[src/rtl/adc_sequencer.sv]
// adc_sequencer: scans five ADC channels (settle, start, wait) and publishes one coherent frame per scan
module adc_sequencer #(
   parameter int SETTLE_CYCLES  = 8,
   parameter int TIMEOUT_CYCLES = 255,
   parameter int FRAME_INTERVAL = 1000
) (
   input  logic        clk,
   input  logic        rst_n,
   input  logic        enable,
   input  logic [11:0] adc_data,
   input  logic        adc_done,
   output logic [2:0]  adc_mux_sel,
   output logic        adc_start,
   output logic [11:0] cell_1_voltage_adc,
   output logic [11:0] cell_2_voltage_adc,
   output logic [11:0] cell_3_voltage_adc,
   output logic [11:0] pack_current_adc,
   output logic [11:0] temperature_adc,
   output logic        frame_valid,
   output logic        adc_timeout,
   output logic [4:0]  timeout_mask,
   output logic        busy
);
   typedef enum logic [2:0] {IDLE, SETTLE, START, WAIT, DONE, INTERVAL} state_t;
   state_t      state;
   logic [2:0]  ch;
   logic [15:0] cnt;
   logic [11:0] shadow [5];
   logic [11:0] cap [5];
   logic [4:0]  fmask;
   logic [4:0]  mask_nxt;
   logic        hit;
   logic        expire;
   // Shadow/mask values as they will stand after this WAIT cycle; lets the last channel publish on the same edge it completes
   always_comb begin
      hit = state == WAIT && adc_done;
      expire = state == WAIT && !adc_done && cnt == 16'(TIMEOUT_CYCLES - 1);
      for (int i = 0; i < 5; i++) cap[i] = (hit && ch == 3'(i)) ? adc_data : shadow[i];
      mask_nxt = fmask | (expire ? 5'b1 << ch : 5'd0);
   end
   // Sequencer FSM with registered outputs; frame outputs load on the edge entering DONE
   always_ff @(posedge clk or negedge rst_n) begin
      if (!rst_n) begin
         state <= IDLE;
         ch <= '0;
         cnt <= '0;
         for (int i = 0; i < 5; i++) shadow[i] <= '0;
         fmask <= '0;
         adc_mux_sel <= '0;
         adc_start <= 1'b0;
         cell_1_voltage_adc <= '0;
         cell_2_voltage_adc <= '0;
         cell_3_voltage_adc <= '0;
         pack_current_adc <= '0;
         temperature_adc <= '0;
         frame_valid <= 1'b0;
         adc_timeout <= 1'b0;
         timeout_mask <= '0;
         busy <= 1'b0;
      end else begin
         adc_start <= 1'b0;
         frame_valid <= 1'b0;
         case (state)
            IDLE: if (enable) begin
               state <= SETTLE;
               ch <= '0;
               cnt <= '0;
               adc_mux_sel <= '0;
               busy <= 1'b1;
            end
            SETTLE: if (cnt == 16'(SETTLE_CYCLES - 1)) begin
               state <= START;
               cnt <= '0;
               adc_start <= 1'b1;
            end else cnt <= cnt + 16'd1;
            START: begin
               state <= WAIT;
               cnt <= '0;
            end
            WAIT: begin
               for (int i = 0; i < 5; i++) shadow[i] <= cap[i];
               fmask <= mask_nxt;
               if (hit || expire) begin
                  cnt <= '0;
                  if (ch == 3'd4) begin
                     state <= DONE;
                     cell_1_voltage_adc <= cap[0];
                     cell_2_voltage_adc <= cap[1];
                     cell_3_voltage_adc <= cap[2];
                     pack_current_adc <= cap[3];
                     temperature_adc <= cap[4];
                     timeout_mask <= mask_nxt;
                     adc_timeout <= |mask_nxt;
                     frame_valid <= 1'b1;
                     fmask <= '0;
                  end else begin
                     state <= SETTLE;
                     ch <= ch + 3'd1;
                     adc_mux_sel <= ch + 3'd1;
                  end
               end else cnt <= cnt + 16'd1;
            end
            DONE: begin
               state <= INTERVAL;
               cnt <= '0;
            end
            INTERVAL: if (cnt == 16'(FRAME_INTERVAL - 1)) begin
               cnt <= '0;
               ch <= '0;
               adc_mux_sel <= '0;
               state <= enable ? SETTLE : IDLE;
               busy <= enable;
            end else cnt <= cnt + 16'd1;
            default: state <= IDLE;
         endcase
      end
   end
endmodule
[config.mk]
export PLATFORM = sky130hd
export DESIGN_NAME = adc_sequencer
export DESIGN_NICKNAME = d
export VERILOG_FILES = /design/src/rtl/adc_sequencer.sv
export SDC_FILE = /design/constraint.sdc
export NUM_CORES = 1
export LEC_CHECK = 0
export ABC_AREA = 1
export ABC_CLOCK_PERIOD_IN_PS = 2660
export BUFFER_PORTS_ARGS = -buffer_cell sky130_fd_sc_hd__buf_2
export CELL_PAD_IN_SITES_DETAIL_PLACEMENT = 0
export CELL_PAD_IN_SITES_GLOBAL_PLACEMENT = 1
export CORE_AREA = 3 3 128 155
export CTS_BUF_LIST = sky130_fd_sc_hd__clkbuf_8
export DETAILED_ROUTE_END_ITERATION = 7
export DIE_AREA = 0 0 131 158
export PLACE_DENSITY_LB_ADDON = 0.1
export SYNTH_ARGS = -nofsm -noshare
export SYNTH_HDL_FRONTEND = slang
export SYNTH_SLANG_ARGS = --single-unit
[constraint.sdc]
create_clock -name clk -period 2.66 [get_ports clk]
set_clock_uncertainty 0.05 [all_clocks]
set_input_delay 0.532 -clock clk [delete_from_list [all_inputs] [get_ports clk]]
set_output_delay 0.532 -clock clk [all_outputs]
set_load 0.01 [all_outputs]
Word-level counts from Yosys, hierarchy flattened
Index checks and enable logic that the tools add are counted.
{"block": "classes", "add_sub_neg": 2, "n_eq_ne": 17, "n_shift": 1, "muxes": 33, "n_bitwise": 1, "n_reduce_logical": 22}
{"operator": "one-hot mux 16 bit (5 select lines)", "n": 1}
{"operator": "2-to-1 mux 16 bit", "n": 4}
{"operator": "2-to-1 mux 12 bit", "n": 5}
{"operator": "2-to-1 mux 3 bit", "n": 9}
{"operator": "one-hot mux 3 bit (6 select lines)", "n": 1}
{"operator": "adder 16 x 1 -> 16 bit, second input constant", "n": 1}
{"operator": "== test 16 x 10 -> 1 bit, second input constant", "n": 1}
{"operator": "== test 16 x 3 -> 1 bit, second input constant", "n": 1}
{"operator": "== test 16 x 8 -> 1 bit, second input constant", "n": 1}
{"operator": "2-to-1 mux 5 bit", "n": 3}
{"operator": "== test 3 x 2 -> 1 bit, second input constant", "n": 4}
{"operator": "== test 3 bit, second input constant", "n": 3}
{"operator": "one-hot mux 3 bit (3 select lines)", "n": 1}
{"operator": "logical AND 1 bit", "n": 8}
{"operator": "2-to-1 mux 1 bit", "n": 8}
{"operator": "!= test 2 bit, second input constant", "n": 4}
{"operator": "== test 3 x 1 -> 1 bit, second input constant", "n": 2}
{"operator": "logical NOT 3 bit", "n": 2}
{"operator": "AND reduction 3 bit", "n": 2}
{"operator": "bitwise OR 5 bit", "n": 1}
{"operator": "AND reduction 5 bit", "n": 1}
{"operator": "nonzero test 5 bit", "n": 1}
{"operator": "OR reduction 5 bit", "n": 1}
{"operator": "<< shifter 1 x 3 -> 5 bit, first input constant", "n": 1}
{"operator": "10 further kinds", "n": 10}
{"block": "totals", "reg_bits": 156, "inputBits": 16, "output_inout_bits": 72, "elab_cells": 95}

Longest topological paths before layout
{"block": "logic_depth", "word_depth": 7, "mapped_depth": 14}

Least setup slack after synthesis
OpenSTA, ideal clock, no wires.
{"block": "synth_path", "path_kind": "register to register", "from": "register cnt[0]", "to": "register adc_timeout", "setup_ps": 113, "arrival_ps": 1593, "path_slack_ps": 905, "path_stages_with_launch": 15, "path_buffers": 1, "period_less_slack_ps": 1755, "cell_sequence": "dfrtp_1 -> inv_1 -> ha_1 -> inv_1 -> nor2_1 -> nand2_2 -> nor2_8 -> nand3_4 -> nand2_4 -> nand2_2 -> buf_6 -> nor2_2 -> nand3_1 -> nand2_1 -> inv_1"}
{"block": "synth_between", "elab_chain_len": 5, "elab_cells_between_ends": 7}
{"item": "from (decl)", "line_no": "27", "rtl": "logic [15:0] cnt;"}
{"item": "from (signal assigned)", "line_no": "75", "rtl": "end else cnt <= cnt + 16'd1;"}
{"item": "from (signal assigned)", "line_no": "101", "rtl": "end else cnt <= cnt + 16'd1;"}
{"item": "from (signal assigned)", "line_no": "113", "rtl": "end else cnt <= cnt + 16'd1;"}
{"item": "== test 16 x 8 -> 1 bit (*)", "line_no": "37", "rtl": "expire = state == WAIT && !adc_done && cnt == 16'(TIMEOUT_CYCLES - 1);"}
{"item": "logical AND 1 bit (*)", "line_no": "37"}
{"item": "2-to-1 mux 5 bit", "line_no": "39", "rtl": "mask_nxt = fmask | (expire ? 5'b1 << ch : 5'd0);"}
{"item": "bitwise OR 5 bit", "line_no": "39"}
{"item": "OR reduction 5 bit", "line_no": "93", "rtl": "adc_timeout <= |mask_nxt;"}
{"item": "to (signal assigned)", "line_no": "93"}
{"item": "to (decl)", "line_no": "20", "rtl": "output logic adc_timeout,"}
Every way passes the cells marked *; elsewhere a longest branch is shown, timed or not.
A chain may end at the register's enable or synchronous reset.

Worst setup path after layout
{"block": "layout_path", "from": "register ch[0]", "to": "register temperature_adc[1]"}
{"block": "layout_between", "elab_chain_len": 3, "elab_cells_between_ends": 4}
{"item": "from (decl)", "line_no": "26", "rtl": "logic [2:0] ch;"}
{"item": "from (signal assigned)", "line_no": "98", "rtl": "ch <= ch + 3'd1;"}
{"item": "== test 3 bit (*)", "line_no": "38, 85"}
{"item": "logical AND 1 bit", "line_no": "38", "rtl": "for (int i = 0; i < 5; i++) cap[i] = (hit && ch == 3'(i)) ? adc_data : shadow[i];"}
{"item": "2-to-1 mux 12 bit", "line_no": "38"}
{"item": "to (signal assigned)", "line_no": "91", "rtl": "temperature_adc <= cap[4];"}
{"item": "to (decl)", "line_no": "18", "rtl": "output logic [11:0] temperature_adc,"}
Marks and branches as above.

==> results.toml <==
[drt]
routed_wl_mm = 16.77
viasPerCell = 4.534
top_layer_used = "met4"
routedWlPerCell_um = 15.02
met2_length_mm = 8.561
wl_met3_um = 678
via_count = 5060
drc = 0
firstDrtPassIters = 6
drtIter0Drc = 260
postRouteAntennaNets = 0
met1Wirelength_mm = 7.298

[timing]
worstMarginPinSlew_ns = 0.7256
fin_crit_sh = 0.8214
slew_headroom = 0.5151
tns_ns = 0
maxSlewViolCount = 0
worst_slack_ns = 0.4752
fmax_mhz = 457.7
hold_ws_ns = 0.03660
hold_viol_final = 0
min_period_ns = 2.185
setup_viol = 0
rsz0062_at_grt = "false"

[yosys]
syn_nets = 780
yosys.area_share.simple = 0.2612
synth-xor-area-share = 0.01293
synth_top_family_by_area = "simple AND/OR/NAND/NOR gates"
yosys_warnings = 0
synthArstFlopShare = 1.000
synth_compound_area_frac = 0.06410
synth.avg_cell_area_um2 = 8.947
ys_ff_latch = 156
ys_types = 35
synth-edff-count = 0
synth_ff_type = "dfrtp_1"
syn_area_um2 = 6773
syn_inst = 757
synthAdderAreaFrac = 0.01293
synth_mux_area_frac = 0
synth-seq-area-share = 0.5764

[clocking]
ctsResizeCount = 0
htree_levels = 4
clk_pin_slew_worst_paths_ns = 0.09
clk_latency_ns = 0.45
cts_root_buf = "clkbuf_8"
clock_path_buffers = 2
cts_hold_buf = 0
cts-buffers-inserted = 17
clkSinkCount = 156
tritoncts = "done"
post-cts-setup-buffers = 0

[power_and_ir_drop]
p_per_area_nw_per_um2 = 566.8
peakVddDrop_uv = 298.5
total_power_mw = 4.486
p_leak_nw = 4.416

[floorplanning]
die_w_um = 131
chipHeight_um = 158
die_area_um2 = 20700
io_pins = 88
core_um2 = 18310
rows = 54
initial_core_util = 0.3699

[final_layout]
multi_input_area_um2 = 2379
area_growth_pct = 16.87
fin_area_um2 = 7915
seq_area_um2 = 3904
final_util = 0.4323
num-fill-cells = 1875
diodes = 0
fin_nets = 874
drive_above_1_share = 0.2083
final_cells = 1116

[setup_path]
crit_required_ns = 2.99
worst_ep_arrival_time_ns = 2.52
path_class = "flip-flop to flip-flop"
cp-end-kind = "flip-flop"
critPathMaxStageDelay_ns = 0.45
reg2reg_depth = 8
critPathMostFrequentCell = "nand2_1"
cp_max_fo = 24
slowest_stage = "nand2_1"
cp-start-kind = "flip-flop"
crit_cells = 8
cpLargestDelayFamily = "simple AND/OR/NAND/NOR gates"
worst-path-buf-inv = 2
worstPathCellList = "inv_1 -> ha_1 -> nand2_1 -> inv_2 -> nand2_1 -> o21ai_0 -> nand2_1 -> nand2_1"

[grt]
first_global_vias = 5104
grt.overflow.total = 0
antenna_found_initial = 0
grt_pass1_wl_mm = 27.40
gr-usage-all-layers = 0.1711
grt_max_degree = 72

[place]
pre_cts_slack_ns = 0.4129
gp_congestion = 0.8350
place_inst = 1084
dpl-instance-area_um2 = 7466
hpwl_mm = 11.82
io_buffers = 87

[flow_run]
maxCapViolations = 0

[min_path]
hold_path_class = "input pin to asynchronous set/reset pin"

[run_status]
outcome = "completed"
power breakdown:
group	total [mW]	switching, mW	internal [mW]
sequential	2.37	0.00181	2.37
clock	2.01	0.879	1.13
combinational	0.103	0.0828	0.0203
synth_stat cells, types with 4 or more instances:
master / n / area, um2
nand2_1: 291 / 1092
dfrtp_1: 156 / 3904
inv_1: 66 / 247.7
o21ai_0: 59 / 295.3
nor2_1: 38 / 142.6
nand2_2: 32 / 200.2
nand4_1: 12 / 75.07
nor3_1: 12 / 60.06
buf_2: 11 / 55.05
o21ai_1: 11 / 55.05
nand3_1: 8 / 40.04
buf_6: 7 / 78.83
ha_1: 7 / 87.58
xor2_1: 7 / 61.31
inv_2: 5 / 18.77
a21oi_1: 4 / 20.02
cell families after synthesis:
group	count (synthesis)
AND/OR/NAND/NOR	407
flip-flops	156
buffers and inverters	96
AO/OA/AOI/OAI	81
XOR/XNOR	10
adder cells (fa/ha/maj)	7
sequential cells by signal, summed over array words and instances (netlist names), 3 cells and up:
register	cells
pack_current_adc	12
shadow	60
fmask	5
timeout_mask	5
cnt	16
state	3
cell_2_voltage_adc	12
cell_1_voltage_adc	12
temperature_adc	12
ch	3
cell_3_voltage_adc	12
per-layer routing:
layer,track usage,vias to the layer above
li1,-,2538
met1,0.2222,2418
met2,0.2887,89
met3,0.03746,15
met4,0.04557,0
met5,0,-
cell usage in the layout (no fill, tap or decap), drive strengths merged:
cell | Yosys | final
nand2 | 325 | 325
dfrtp | 156 | 156
buf | 23 | 100
inv | 71 | 75
o21ai | 70 | 70
nor2 | 43 | 43
clkbuf | 2 | 18
nand4 | 12 | 12
nor3 | 12 | 12
nand3 | 12 | 12
xor2 | 7 | 7
ha | 7 | 7
bufinv | 0 | 5
a21oi | 5 | 5
clkinv | 0 | 4
xnor2 | 3 | 3
a22o | 2 | 2
a21o | 2 | 2
or2 | 2 | 2
and3 | 1 | 1
a31oi | 1 | 1
a221oi | 1 | 1
clkinvlp | 0 | 1
layout make-up:
class / count / share of cell area
multi-input combinational: 505 / 0.3005
sequential: 156 / 0.4932
clock buffer: 18 / 0.03130
inverter: 71 / 0.03367
tap: 252 / 0.03984
timing repair buffer: 100 / 0.07604
clock inverter: 14 / 0.02545
path summary, 6_finish.rpt:
path                       slack, ns                     to                start
hold / removal                  0.04  cell_2_voltage_adc[9]                rst_n
min in group clk                0.38                   busy               enable
setup reg to reg                0.48     temperature_adc[1]                ch[0]
setup / recovery                0.48     temperature_adc[1]                ch[0]
hold reg to reg                 0.43    pack_current_adc[4]  pack_current_adc[4]
max in group asynchronous       1.77             shadow[39]                rst_n
No activity file was read; power rests on OpenSTA's default activity.
